===== config.mk =====
export PLATFORM = sky130hd
export DESIGN_NAME = fifo_stream_reader
export DESIGN_NICKNAME = d
export VERILOG_FILES = /design/src/rtl/fifo_pkg.sv /design/src/rtl/fifo_skid_buf2.sv /design/src/rtl/fifo_stream_reader.sv
export SDC_FILE = /design/constraint.sdc
export NUM_CORES = 1
export LEC_CHECK = 0
export BUFFER_PORTS_ARGS = -buffer_cell sky130_fd_sc_hd__buf_4
export CELL_PAD_IN_SITES_DETAIL_PLACEMENT = 1
export CELL_PAD_IN_SITES_GLOBAL_PLACEMENT = 2
export CORE_MARGIN = 2
export CORE_UTILIZATION = 36
export DETAILED_ROUTE_END_ITERATION = 16
export PLACE_DENSITY = 0.8
export REMOVE_ABC_BUFFERS = 1
export SLEW_MARGIN = 0
export SYNTH_ARGS = -nofsm -noshare
export SYNTH_HDL_FRONTEND = slang
export SYNTH_SLANG_ARGS = --single-unit

===== constraint.sdc =====
create_clock -name clk -period 3.3 [get_ports clk]
set_clock_uncertainty 0.05 [all_clocks]
set_input_delay 0.33 -clock clk [delete_from_list [all_inputs] [get_ports clk]]
set_output_delay 0.33 -clock clk [all_outputs]
set_load 0.1 [all_outputs]

===== src/rtl/fifo_pkg.sv =====
// rtl/fifo_pkg.sv - shared defaults and types for the FIFO stream reader
package fifo_pkg;

  localparam int DEFAULT_WIDTH = 8;
  localparam int DEFAULT_CNT_W = 16;

  typedef logic [DEFAULT_WIDTH-1:0] word_t;

  // Words the reader owns once the current handshake retires: buffered + in flight - popped.
  function automatic logic [2:0] occupancy(input logic [1:0] buf_cnt,
                                           input logic       inflight,
                                           input logic       pop);
    return {1'b0, buf_cnt} + {2'b00, inflight} - {2'b00, pop};
  endfunction

endpackage


===== src/rtl/fifo_skid_buf2.sv =====
// rtl/fifo_skid_buf2.sv - 2-entry circular output buffer with registered head word
module fifo_skid_buf2
  import fifo_pkg::*;
#(
  parameter int WIDTH = DEFAULT_WIDTH
) (
  input  logic             clk,
  input  logic             rst_n,
  input  logic             push,
  input  logic [WIDTH-1:0] din,
  input  logic             pop,
  input  logic             flush,
  output logic             m_valid,
  output logic [WIDTH-1:0] m_data,
  output logic [1:0]       cnt
);

  logic [WIDTH-1:0] mem [2];
  logic             head;
  logic             tail;
  logic             head_n;
  logic             tail_n;
  logic [1:0]       cnt_n;
  logic [WIDTH-1:0] head_word_n;

  always_comb begin
    head_n = head ^ pop;
    tail_n = tail ^ push;
    cnt_n  = cnt + {1'b0, push} - {1'b0, pop};
    // A word pushed into a buffer that is about to be empty becomes the new head directly.
    if (push && (tail == head_n)) head_word_n = din;
    else                          head_word_n = mem[head_n];
  end

  always_ff @(posedge clk or negedge rst_n) begin
    if (!rst_n) begin
      mem[0]  <= '0;
      mem[1]  <= '0;
      head    <= 1'b0;
      tail    <= 1'b0;
      cnt     <= 2'd0;
      m_valid <= 1'b0;
      m_data  <= '0;
    end else if (flush) begin
      head    <= 1'b0;
      tail    <= 1'b0;
      cnt     <= 2'd0;
      m_valid <= 1'b0;
    end else begin
      if (push) mem[tail] <= din;
      head    <= head_n;
      tail    <= tail_n;
      cnt     <= cnt_n;
      m_valid <= (cnt_n != 2'd0);
      if (cnt_n != 2'd0) m_data <= head_word_n;
    end
  end

endmodule


===== src/rtl/fifo_stream_reader.sv =====
// rtl/fifo_stream_reader.sv - pops a synchronous FIFO and presents words on a valid/ready stream
module fifo_stream_reader
  import fifo_pkg::*;
#(
  parameter int WIDTH = DEFAULT_WIDTH,
  parameter int CNT_W = DEFAULT_CNT_W
) (
  input  logic             clk,
  input  logic             rst_n,
  input  logic             fifo_empty,
  input  logic [WIDTH-1:0] fifo_data,
  output logic             fifo_rd_en,
  input  logic             flush,
  output logic             m_valid,
  output logic [WIDTH-1:0] m_data,
  input  logic             m_ready,
  output logic [CNT_W-1:0] rd_count,
  output logic             busy
);

  logic       inflight;
  logic [1:0] buf_cnt;
  logic       pop;
  logic       push;

  // A handshake during flush is dropped along with everything else.
  assign pop        = m_valid && m_ready && !flush;
  assign push       = inflight && !flush;
  assign fifo_rd_en = !fifo_empty && !flush && (occupancy(buf_cnt, inflight, pop) < 3'd2);
  assign busy       = (buf_cnt != 2'd0) || inflight;

  fifo_skid_buf2 #(
    .WIDTH(WIDTH)
  ) u_buf (
    .clk    (clk),
    .rst_n  (rst_n),
    .push   (push),
    .din    (fifo_data),
    .pop    (pop),
    .flush  (flush),
    .m_valid(m_valid),
    .m_data (m_data),
    .cnt    (buf_cnt)
  );

  always_ff @(posedge clk or negedge rst_n) begin
    if (!rst_n) begin
      inflight <= 1'b0;
      rd_count <= '0;
    end else begin
      inflight <= fifo_rd_en;
      if (pop) rd_count <= rd_count + {{(CNT_W-1){1'b0}}, 1'b1};
    end
  end

endmodule


## After elaboration in Yosys (flattened, before gate mapping)

Cells that the tools add are included.

- Equality and inequality tests: 1
- Add/sub/neg operators: 5
- Reduce and logical (&&, ||, !) cells: 14
- Bitwise operators: 5
- Mux-type cells: 11
- $lt $le $gt $ge: 4

Operators with widths:

| kind | count |
|---|---|
| 2-to-1 mux 8 bit | 5 |
| adder 16 x 1 -> 16 bit, second input constant | 1 |
| bitwise mux 16 bit | 1 |
| demux 8 bit (select 1 bit) | 1 |
| logical AND 1 bit | 7 |
| >= comparator 2 bit, second input constant | 2 |
| inverter 1 -> 2 bit | 2 |
| AND reduction 2 bit | 2 |
| nonzero test 2 bit | 2 |
| adder 2 x 1 -> 3 bit | 1 |
| < comparator 3 x 2 -> 1 bit, second input constant | 1 |
| 2-to-1 mux 1 bit | 3 |
| subtractor 3 x 1 -> 3 bit | 1 |
| adder 2 x 1 -> 2 bit | 1 |
| zero test 1 bit | 2 |
| < comparator 2 x 1 -> 1 bit, second input constant | 1 |
| 2-to-1 mux 2 bit | 1 |
| subtractor 2 x 1 -> 2 bit | 1 |
| bitwise XOR 1 bit | 2 |
| == test 1 bit | 1 |
| logical OR 1 bit | 1 |
| inverter 1 bit | 1 |

- Bits in registers: 46
- Input bits: 13
- Output and inout port bits: 27
- Word-level logic and storage cells: 49

## Longest topological paths before layout

Gate-level depths: netlist (run 1).

- Word-level depth: 8
- Mapped depth: 11
- Mapped depth without buffers: 8

## By module

From an unflattened synthesis (run 1), not the netlist that was laid out.

- Cell total of the unflattened synthesis: 164
- Area, all modules: 2152.1 µm²

Modules (own cells, without submodules):

| module | area each (µm²) | sequential area each (µm²) | cells an instance | instances |
|---|---|---|---|---|
| fifo_skid_buf2 | 1333.8 | 725.7 | 97 | 1 |
| fifo_stream_reader | 818.3 | 425.4 | 67 | 1 |

## Worst setup path after synthesis (run 1)

Ideal clock, no wire load.

- Path type: register to register
- Start: register u_buf.m_valid
- End: register inflight
- Slack: -2.465 ns
- Data required time: 2.804 ns
- Setup time: 0.446 ns
- Data arrival time: 5.269 ns
- Buffers on the path: 1
- Stages on the path, launching flop included: 9
- Cells stage by stage: dfrtp_1 and3b_1 buf_2 nand2b_1 nand2_1 nand2_1 fa_1 xor2_1 nor4b_1

- Word-level cells in the longest chain between the ends: 5

Ends and longest elaborated chain:

| element | RTL line | RTL |
|---|---|---|
| start, declared | fifo_skid_buf2.sv:13 | `output logic m_valid,` |
| start signal, assigned | fifo_skid_buf2.sv:54 | `m_valid <= (cnt_n != 2'd0);` |
| logical AND 1 bit (2 in a row) | fifo_stream_reader.sv:27 | `assign pop = m_valid && m_ready && !flush;` |
| subtractor 3 x 1 -> 3 bit | fifo_pkg.sv:13 | `return {1'b0, buf_cnt} + {2'b00, inflight} - {2'b00, pop};` |
| < comparator 3 x 2 -> 1 bit | fifo_stream_reader.sv:29 | `assign fifo_rd_en = !fifo_empty && !flush && (occupancy(buf_cnt, inflight, pop) < 3'd2);` |
| logical AND 1 bit | fifo_stream_reader.sv:29 |  |
| via fifo_rd_en | fifo_stream_reader.sv:12 | `output logic fifo_rd_en,` |
| end signal, assigned | fifo_stream_reader.sv:51 | `inflight <= fifo_rd_en;` |
| end, declared | fifo_stream_reader.sv:21 | `logic inflight;` |

The timed path passes the listed nets, and every way through them passes these cells.
A chain may end at the register's enable or synchronous reset.

## Worst setup path after layout (run 1)

- Start: register u_buf.m_valid
- End: output fifo_rd_en

- Word-level cells in the longest chain between the ends: 5

Ends and longest elaborated chain:

| element | RTL line |
|---|---|
| logical AND 1 bit (2 in a row) | fifo_stream_reader.sv:27 |
| subtractor 3 x 1 -> 3 bit | fifo_pkg.sv:13 |
| < comparator 3 x 2 -> 1 bit | fifo_stream_reader.sv:29 |
| logical AND 1 bit | fifo_stream_reader.sv:29 |
| end, declared | fifo_stream_reader.sv:12 |

Every way passes these cells.

==> flow_summary.json, run 1 <==
{
  "seq_area_um2": 1150,
  "cts_root_buffer": "clkbuf_8",
  "finalCriticalPeriod_ps": 3070,
  "ios": 40,
  "hold-worst-slack_ps": -17.3,
  "via_count": 1520,
  "rows": 28,
  "drtIter0Drc": 34,
  "num_antenna_cells": 0,
  "period_share": 0.929,
  "multiInputGateArea_um2": 998,
  "cts_tree": "yes",
  "synth_top_area_cell": "dfrtp_1",
  "avgSynthCellArea_um2": 12.1,
  "failed_checks": "hold timing",
  "clk_latency_ps": 300,
  "grt_max_degree": 47,
  "hp-class": "in -> async",
  "layout.nets": 240,
  "fill_cells": 648,
  "die_w_um": 82.0,
  "grt_antenna_before_repair": 0,
  "grt_pass1_vias": 1595,
  "numCtsBuffers": 5,
  "synth_edf_count": 0,
  "fp.dieArea_um2": 6730,
  "end_kind": "output port",
  "drt_wl_total_um": 4810,
  "crit_required_ps": 2920,
  "cts_hold_buf": 0,
  "p_total_w": 0.00234,
  "synth_top_area_frac": 0.525,
  "drc": 0,
  "synth_cell_types": 29,
  "cts_max_level": 2,
  "finalHoldViolations": 38,
  "drive_above_1_share": 0.335,
  "critPathKind": "reg -> out",
  "vdd_drop_max_v": 0.000512,
  "vias_per_cell": 5.08,
  "yosysSeqAreaShare": 0.525,
  "synth-seq-cells": 46,
  "synthCells": 181,
  "worstSetupStartpointType": "flop",
  "cts-resized-gates": 0,
  "globalRouteTotalUtil": 0.162,
  "start_util": 0.372,
  "synth_area_leaders": "dfrtp_1, mux2_2, xnor2_1, mux2i_1, o21ba_2",
  "crit_path_max_fanout": 6,
  "drv_cap": 0,
  "coreArea_um2": 5890,
  "ant_nets": 0,
  "grt.overflow.total": 0,
  "drtPass1Iterations": 3,
  "clk_pin_slew_ps": 90,
  "port_buffers": 39,
  "dpl_cell_area_um2": 2570,
  "wl_per_cell_um": 16.1,
  "syn_to_final_growth_pct": 22.3,
  "fp.dieH_um": 82.0,
  "place.gp.congestion": 0.828,
  "final-setup-viol-count": 0,
  "layout_common_cells": "dfrtp_1, buf_4, xnor2_1, mux2_2",
  "final_common_cell": "dfrtp_1",
  "post-cts-setup-buffers": 0,
  "rsz0062_at_grt": "no",
  "status": "complete, but fails checks",
  "dpl.hpwl_um": 3400,
  "syn_area_um2": 2190,
  "cts_max_path_buffers": 2,
  "synth-async-reset-ratio": 1.00,
  "power_density_nw_per_um2": 874,
  "grt_pass1_wl_um": 8110,
  "cellLeakagePower_nw": 1.27,
  "fmax_ghz": 0.326,
  "ys_warn_count": 0,
  "worst_ep_arrival_time_ps": 2690,
  "worst_pin_slew_ps": 583,
  "ys.flop_type": "dfrtp_1",
  "cts_num_sinks": 46,
  "max_slew_margin": 0.611,
  "slew_viol_final": 0,
  "design_area_um2": 2680
}
-- Yosys cell counts (all sizes together) (4+ instances only) --
library cell	n
dfrtp	46
xnor2	17
mux2	16
nor2	14
nand2	13
nor4b	9
a211oi	8
mux2i	8
o21ba	8
clkbuf	6
inv	4
nand3	4
nand4	4
xor2	4
-- registers in the layout, indices dropped and copies added, names as in the netlist --
| signal | flops |
|---|---|
| inflight | 1 |
| rd_count | 16 |
| u_buf.cnt | 2 |
| u_buf.head | 1 |
| u_buf.m_data | 8 |
| u_buf.m_valid | 1 |
| u_buf.mem | 16 |
| u_buf.tail | 1 |
-- logic make-up (layout without fill, tap and decap cells) --
logic type	after synthesis	count (layout)	share of synthesized area
AO/OA/AOI/OAI	18	18	0.0719
XOR/XNOR	21	21	0.0925
adder cells (fa/ha/maj)	4	4	0.0263
buffers and inverters	11	54	0.0194
flip-flops	46	46	0.525
multiplexers	24	24	0.119
AND/OR/NAND/NOR	57	57	0.146
-- through the flow --
stage	cells	util	setup WS (ps)	hold slack, ps	TNS [ps]
3_5_place_dp	291	0.437	416	336	0
2_1_floorplan	174	-	-2510	-15.6	-4910
6_report	299	0.455	235	-17.3	0
4_1_cts	299	0.455	196	6.86	0
5_1_grt	299	0.455	8.98	12.1	0
3_3_place_gp	291	0.437	496	322	0
-- worst max-delay path, stage by stage (launching register included) --
cell,delay (ps)
dfrtp_1,430
and3b_1,390
nand2b_1,150
nand2_1,120
nand2_1,70
fa_1,380
xor2_1,150
nor4b_1,340
buf_4,360
-- per-layer routing --
metal / share of wire / track usage / vias up / wire length (um)
met2: 0.51 / 0.282 / 33 / 2440
met3: 0.050 / 0.0429 / 7 / 239
met1: 0.43 / 0.203 / 763 / 2090
met5: 0 / 0 / - / 0
li1: - / - / 717 / -
met4: 0.0087 / 0.0350 / 0 / 42
-- cell type report --
class                      count  area share
clock inverter                 1      0.0112
clock buffer                   7      0.0285
tap                           75      0.0350
timing repair buffer          42       0.118
multi-input combinational    124       0.373
sequential                    46       0.430
inverter                       4     0.00560
-- worst paths after layout --
check | startpoint | end | slack, ps | depth (start not counted)
min in group clk | fifo_empty | inflight | 150 | 2
max | u_buf.m_valid | fifo_rd_en | 230 | 8
max in group asynchronous | rst_n | u_buf.m_data[6] | 2820 | 1
min reg2reg | rd_count[15] | rd_count[15] | 420 | 1
max reg2reg | u_buf.m_valid | u_buf.m_data[2] | 670 | 7
min | rst_n | rd_count[13] | -20 | 1
-- power breakdown --
part / switching (W) / internal, W
clock: 0.000182 / 0.000227
sequential: 0.000113 / 0.000728
combinational: 0.000769 / 0.000325
total: 0.00106 / 0.00128
No activity file was read; power rests on OpenSTA's default activity.
==> run 2, diff against run 1 <==
--- a/config.mk
+++ b/config.mk
@@ -5,13 +5,14 @@
 export SDC_FILE = /design/constraint.sdc
 export NUM_CORES = 1
 export LEC_CHECK = 0
+export ABC_AREA = 1
 export BUFFER_PORTS_ARGS = -buffer_cell sky130_fd_sc_hd__buf_4
 export CELL_PAD_IN_SITES_DETAIL_PLACEMENT = 1
 export CELL_PAD_IN_SITES_GLOBAL_PLACEMENT = 2
 export CORE_MARGIN = 2
-export CORE_UTILIZATION = 36
+export CORE_UTILIZATION = 29
 export DETAILED_ROUTE_END_ITERATION = 16
-export PLACE_DENSITY = 0.8
+export PLACE_DENSITY = 0.76
 export REMOVE_ABC_BUFFERS = 1
 export SLEW_MARGIN = 0
 export SYNTH_ARGS = -nofsm -noshare
==> constraint.sdc (replaced) <==
create_clock -name clk -period 2.7 [get_ports clk]
set_clock_uncertainty 0.05 [all_clocks]
set_input_delay 0.27 -clock clk [delete_from_list [all_inputs] [get_ports clk]]
set_output_delay 0.27 -clock clk [all_outputs]
set_load 0.1 [all_outputs]
==> flow_summary.json, run 2 <==
{
  "synth_top_area_frac": 0.495,
  "ios": 40,
  "layout.nets": 351,
  "critical-path-top-delay-family": "simple AND/OR/NAND/NOR gates",
  "end_kind": "output port",
  "crit_path_max_fanout": 6,
  "num_antenna_cells": 0,
  "globalRouteTotalUtil": 0.142,
  "clk_latency_ps": 290,
  "synth_cell_types": 27,
  "crit_chain": "nand3_4 -> nor2_4 -> inv_1 -> nand2_1 -> nand2_1 -> fa_1 -> inv_1 -> nor4_4 -> buf_6",
  "finalHoldViolations": 0,
  "finalCriticalPeriod_ps": 2520,
  "period_share": 0.935,
  "ys.flop_type": "dfrtp_1",
  "max_slew_margin": 0.575,
  "yosysMostFrequentCell": "nand2_1",
  "slowest_delay_ps": 480,
  "ant_nets": 0,
  "reg.largest.list": "rd_count: 16 flops, u_buf.mem: 16 flops, u_buf.m_data: 8 flops",
  "cts_num_sinks": 46,
  "synth_edf_count": 0,
  "final_cells": 437,
  "worst_ep_arrival_time_ps": 2200,
  "port_buffers": 39,
  "ff2ff_setup_slack_ps": 850,
  "grt.overflow.total": 0,
  "numCtsBuffers": 5,
  "drc": 0,
  "drive_above_1_share": 0.203,
  "fp.dieH_um": 93.5,
  "cts_max_path_buffers": 2,
  "clk_pin_slew_ps": 90,
  "slew_viol_final": 0,
  "synth_top_area_cell": "dfrtp_1",
  "setup_tns_ps": 0,
  "via_count": 1979,
  "synthCells": 286,
  "ys_top_cells_by_count": "nand2_1, dfrtp_1, inv_1",
  "cts_root_buffer": "clkbuf_8",
  "timing.rr.end": "u_buf.m_data[1]",
  "syn_to_final_growth_pct": 24.8,
  "final-setup-viol-count": 0,
  "whs_path_depth": 2,
  "critPathKind": "reg -> out",
  "cp_slowest_cell": "fa_1",
  "vias_per_cell": 4.53,
  "dpl.hpwl_um": 4020,
  "fill_cells": 958,
  "vdd_drop_max_v": 0.000610,
  "drv_cap": 0,
  "start_util": 0.301,
  "grt_pass1_vias": 2033,
  "die_w_um": 93.5,
  "crit_required_ps": 2380,
  "worstSetupStartpointType": "flop",
  "cts_tree": "yes",
  "layout_common_cells": "nand2_1, dfrtp_1, buf_4",
  "fmax_ghz": 0.396,
  "whs_endpoint": "inflight",
  "grt_pass1_wl_um": 9860,
  "syn_area_um2": 2320,
  "crit_buf_inv": 3,
  "placed_cells": 425,
  "status": "finished, final reports clean",
  "wl_per_cell_um": 13.2,
  "worst_pin_slew_ps": 637,
  "final_common_cell": "nand2_1",
  "worst_r2r_path_depth": 10,
  "synth-async-reset-ratio": 1.00,
  "place.gp.congestion": 0.724,
  "synth-seq-cells": 46,
  "avgSynthCellArea_um2": 8.13,
  "grt_max_degree": 47,
  "hp-class": "in -> reg",
  "fp.dieArea_um2": 8750,
  "cellLeakagePower_nw": 1.54,
  "power_density_nw_per_um2": 1040,
  "post-route-util": 0.375,
  "holdCritStartpoint": "fifo_empty",
  "rows": 32,
  "drtPass1Iterations": 6,
  "ys_warn_count": 0,
  "drtIter0Drc": 46,
  "rr_startpoint": "u_buf.m_valid",
  "yosysSeqAreaShare": 0.495,
  "grt_antenna_before_repair": 0,
  "drt_wl_total_um": 5780,
  "cts_max_level": 2,
  "coreArea_um2": 7730,
  "synth_area_leaders": "dfrtp_1, nand2_1, inv_1, nand3_1, o21ai_0"
}
## run 2: cell type report
type                    count  area [um2]  area share
clock buffers               5        68.8      0.0237
clock inverters             3        40.0      0.0138
inverters                  42         158      0.0543
multi-input cells         193        1000       0.346
flip-flops and latches     46        1150       0.397
well taps                 102         128      0.0440
repair buffers             46         352       0.121
## run 2: per-layer routing
layer  vias to the layer above  share of wire  global-route usage
li1                        983              -                   -
met1                       964           0.47               0.182
met2                        30           0.49               0.246
met3                         2          0.037              0.0298
met4                         0         0.0052              0.0290
met5                         -              0                   0
## run 2: cells by family (layout without fill, tap and decap cells)
| logic type | after synthesis | in the layout | synth area share |
|---|---|---|---|
| compound gates | 31 | 31 | 0.0667 |
| xor+xnor | 12 | 12 | 0.0452 |
| fa+ha+maj | 4 | 4 | 0.0248 |
| buf+inv | 47 | 96 | 0.0823 |
| flops | 46 | 46 | 0.495 |
| simple gates | 146 | 146 | 0.286 |
## run 2: per-stage QoR
step | total power [W] | worst slack (ps) | hold slack (ps) | instance area, um2
final | 0.00302 | 176 | 90.9 | 2900
after global routing | 0.00321 | -2.62 | 76.5 | 2900
after CTS | 0.00305 | 8.15 | 70.1 | 2870
after detailed placement | 0.00250 | 48.4 | 290 | 2730
after global placement | 0.00248 | 200 | 285 | 2730
after floorplan | 0.00215 | -2750 | -75.6 | 2290
## run 2: how the worst max path moves through the flow
stage | cells after the start | endpoint | startpoint
floorplan | 8 | inflight | u_buf.m_valid
global placement | 11 | fifo_rd_en | flush
detailed placement | 11 | fifo_rd_en | flush
CTS | 9 | fifo_rd_en | u_buf.m_valid
global route | 9 | fifo_rd_en | u_buf.m_valid
finish | 9 | fifo_rd_en | u_buf.m_valid
## run 2: timing repair
| action | CTS | global route |
|---|---|---|
| resized for setup | 3 | 2 |
| hold endpoints to repair | 46 | 0 |
| gates cloned | 0 | 0 |
| endpoints found under the setup margin | 1 | 1 |
| buffers inserted | 0 | 3 |
| hold buffers | 1 | 0 |
| pin swaps | 0 | 1 |
## run 2: where the power goes
| part | switching [W] | internal (W) |
|---|---|---|
| logic | 0.00111 | 0.000341 |
| registers | 0.000146 | 0.000904 |
| clock network | 0.000244 | 0.000273 |
==> run 3, diff against run 2 <==
--- a/config.mk
+++ b/config.mk
@@ -10,11 +10,13 @@
 export CELL_PAD_IN_SITES_DETAIL_PLACEMENT = 1
 export CELL_PAD_IN_SITES_GLOBAL_PLACEMENT = 2
 export CORE_MARGIN = 2
-export CORE_UTILIZATION = 29
+export CORE_UTILIZATION = 30
 export DETAILED_ROUTE_END_ITERATION = 16
-export PLACE_DENSITY = 0.76
+export PLACE_DENSITY = 0.78
+export RECOVER_POWER = 25
 export REMOVE_ABC_BUFFERS = 1
 export SLEW_MARGIN = 0
 export SYNTH_ARGS = -nofsm -noshare
 export SYNTH_HDL_FRONTEND = slang
+export SYNTH_HIERARCHICAL = 1
 export SYNTH_SLANG_ARGS = --single-unit
==> flow_summary.json, run 3 <==
{
  "status": "finished, final reports clean",
  "period_share": 0.982,
  "port_buffers": 39,
  "cts_max_path_buffers": 2,
  "vias_per_cell": 4.55,
  "syn_to_final_growth_pct": 23.0,
  "grt_pass1_vias": 2127,
  "yosysSeqAreaShare": 0.472,
  "clk_pin_slew_ps": 80,
  "cts_num_sinks": 46,
  "cts_max_level": 2,
  "p_total_w": 0.00269,
  "ys_top_cells_by_count": "nand2_1, inv_1, dfrtp_1",
  "crit_path_max_fanout": 2,
  "fp.dieArea_um2": 8870,
  "final-setup-viol-count": 0,
  "synth_edf_count": 0,
  "worstSetupStartpointType": "flop",
  "ant_nets": 0,
  "power_density_nw_per_um2": 896,
  "switching_share": 0.488,
  "syn_area_um2": 2440,
  "placed_cells": 442,
  "grt_antenna_before_repair": 0,
  "vdd_drop_max_v": 0.000554,
  "via_count": 2060,
  "hp-class": "in -> reg",
  "fp.dieH_um": 94.2,
  "drc": 0,
  "synth_top_area_frac": 0.472,
  "avgSynthCellArea_um2": 8.13,
  "drtIter0Drc": 60,
  "finalCriticalPeriod_ps": 2650,
  "final_cells": 453,
  "end_kind": "output port",
  "die_w_um": 94.2,
  "grt_pass1_wl_um": 10300,
  "synth_area_leaders": "dfrtp_1, nand2_1, inv_1, nand3_1, nand4_1",
  "ys.flop_type": "dfrtp_1",
  "coreArea_um2": 7810,
  "synthCells": 300,
  "start_util": 0.313,
  "max_slew_margin": 0.197,
  "ys_warn_count": 6,
  "finalHoldViolations": 0,
  "worst_pin_slew_ps": 1200,
  "rows": 32,
  "cts_root_buffer": "clkbuf_8",
  "synth_cell_types": 25,
  "ios": 40,
  "num_antenna_cells": 0,
  "fmax_ghz": 0.377,
  "fill_cells": 955,
  "dpl.hpwl_um": 4280,
  "power_frac_seq": 0.359,
  "clk_latency_ps": 290,
  "switching_power_w": 0.00131,
  "drtPass1Iterations": 4,
  "crit_chain": "nand2_2 -> nor2_4 -> ha_4 -> or2_4 -> fa_1 -> inv_2 -> nor4_4 -> buf_6",
  "cellLeakagePower_nw": 1.56,
  "yosysMostFrequentCell": "nand2_1",
  "worst_ep_arrival_time_ps": 2330,
  "layout.nets": 368,
  "numCtsBuffers": 5,
  "slew_viol_final": 0,
  "grt_max_degree": 47,
  "critPathKind": "reg -> out",
  "wl_per_cell_um": 13.4,
  "place.gp.congestion": 0.759,
  "reg.largest.list": "rd_count: 16 flops, u_buf/mem: 16 flops, u_buf/m_data: 8 flops",
  "synth-async-reset-ratio": 1.00,
  "final_common_cell": "nand2_1",
  "p_int_w": 0.00138,
  "combinationalPowerShare": 0.478,
  "critical-path-top-delay-family": "adder cells",
  "crit_buf_inv": 2,
  "drt_wl_total_um": 6090,
  "cts_tree": "yes",
  "rsz0062_at_grt": "yes",
  "slowest_delay_ps": 490,
  "pwr-share-clk": 0.163,
  "cp_slowest_cell": "fa_1",
  "globalRouteTotalUtil": 0.149,
  "drv_cap": 0,
  "crit_required_ps": 2380,
  "synth_top_area_cell": "dfrtp_1",
  "synth-seq-cells": 46,
  "grt.overflow.total": 0,
  "layout_common_cells": "nand2_1, inv_1, dfrtp_1",
  "drive_above_1_share": 0.225
}
run 3: changes by cell type in the layout (fill, tap and decap cells not counted), sizes merged, moves of 3 or more:
cell,before,now
inv,42,51
xor2,8,5
nor3,4,1
o21ai,29,17
nand2,96,101
nand4,4,14
nand3,25,31
clkbuf,5,8
run 3: worst paths after layout:
kind                                from         endpoint  slack (ps)  cells past startpoint
max                        u_buf/m_valid       fifo_rd_en          50                      8
min                                flush       u_buf/tail         170                      2
max reg2reg                u_buf/m_valid  u_buf/m_data[1]         650                     10
min reg2reg                u_buf/mem[14]    u_buf/mem[14]         440                      2
min in group asynchronous          rst_n      rd_count[0]         710                      2
max in group asynchronous          rst_n    u_buf/mem[10]        1160                      2
run 3: power by group through the flow:
stage / logic [W] / clock network, W / registers [W]
floorplan: 0.000425 / 0 / 0.00152
global placement: 0.00125 / 0 / 0.000972
detailed placement: 0.00127 / 0 / 0.000980
CTS: 0.00130 / 0.000466 / 0.000968
global route: 0.00138 / 0.000500 / 0.000992
finish: 0.00128 / 0.000438 / 0.000966
run 3: cells by family (layout without fill, tap and decap cells):
| group | Yosys count | count (layout) | share of synthesized area |
|---|---|---|---|
| compound gates | 17 | 17 | 0.0349 |
| xor+xnor | 11 | 11 | 0.0395 |
| fa+ha+maj | 5 | 5 | 0.0287 |
| buf+inv | 54 | 105 | 0.0897 |
| flops | 46 | 46 | 0.472 |
| simple gates | 167 | 167 | 0.335 |
run 3: metrics by stage:
stage | TNS [ps] | setup WS [ps] | instance area, um2 | hold WS, ps | util
after global placement | 0 | 131 | 2860 | 281 | 0.367
after detailed placement | -17.0 | -17.0 | 2860 | 278 | 0.367
after global routing | -98.7 | -98.7 | 3000 | 163 | 0.384
final | 0 | 49.7 | 3000 | 171 | 0.384
after CTS | -3.35 | -3.35 | 3010 | 161 | 0.385
after floorplan | -6100 | -3130 | 2410 | -75.6 | -
run 3: area by class of cell:
type	instances	area, um2	share of cell area
Timing Repair Buffer	46	349	0.116
Sequential cell	46	1150	0.384
Tap cell	102	128	0.0425
Inverter	51	191	0.0638
Clock inverter	1	5.00	0.00167
Clock buffer	7	86.3	0.0288
Multi-Input combinational cell	200	1090	0.363
run 3: what timing repair did:
action	4_1_cts	5_1_grt
setup buffers	1	1
endpoints found under the hold margin	46	0
hold buffers	1	0
pin swaps	4	3
endpoints found under the setup margin	1	1
resized for setup	7	0
run 3: worst register-to-register path: cells and delay by family (launching register included):
kind	cells	cell delay (ps)
fa+ha+maj	2	550
buf+inv	2	200
flops	1	400
simple gates	6	760
run 3: routing by layer:
layer,GRT usage,part of all wire
met5,0,0
met3,0.0305,0.044
met2,0.262,0.48
met4,0.0290,0.0036
met1,0.190,0.47
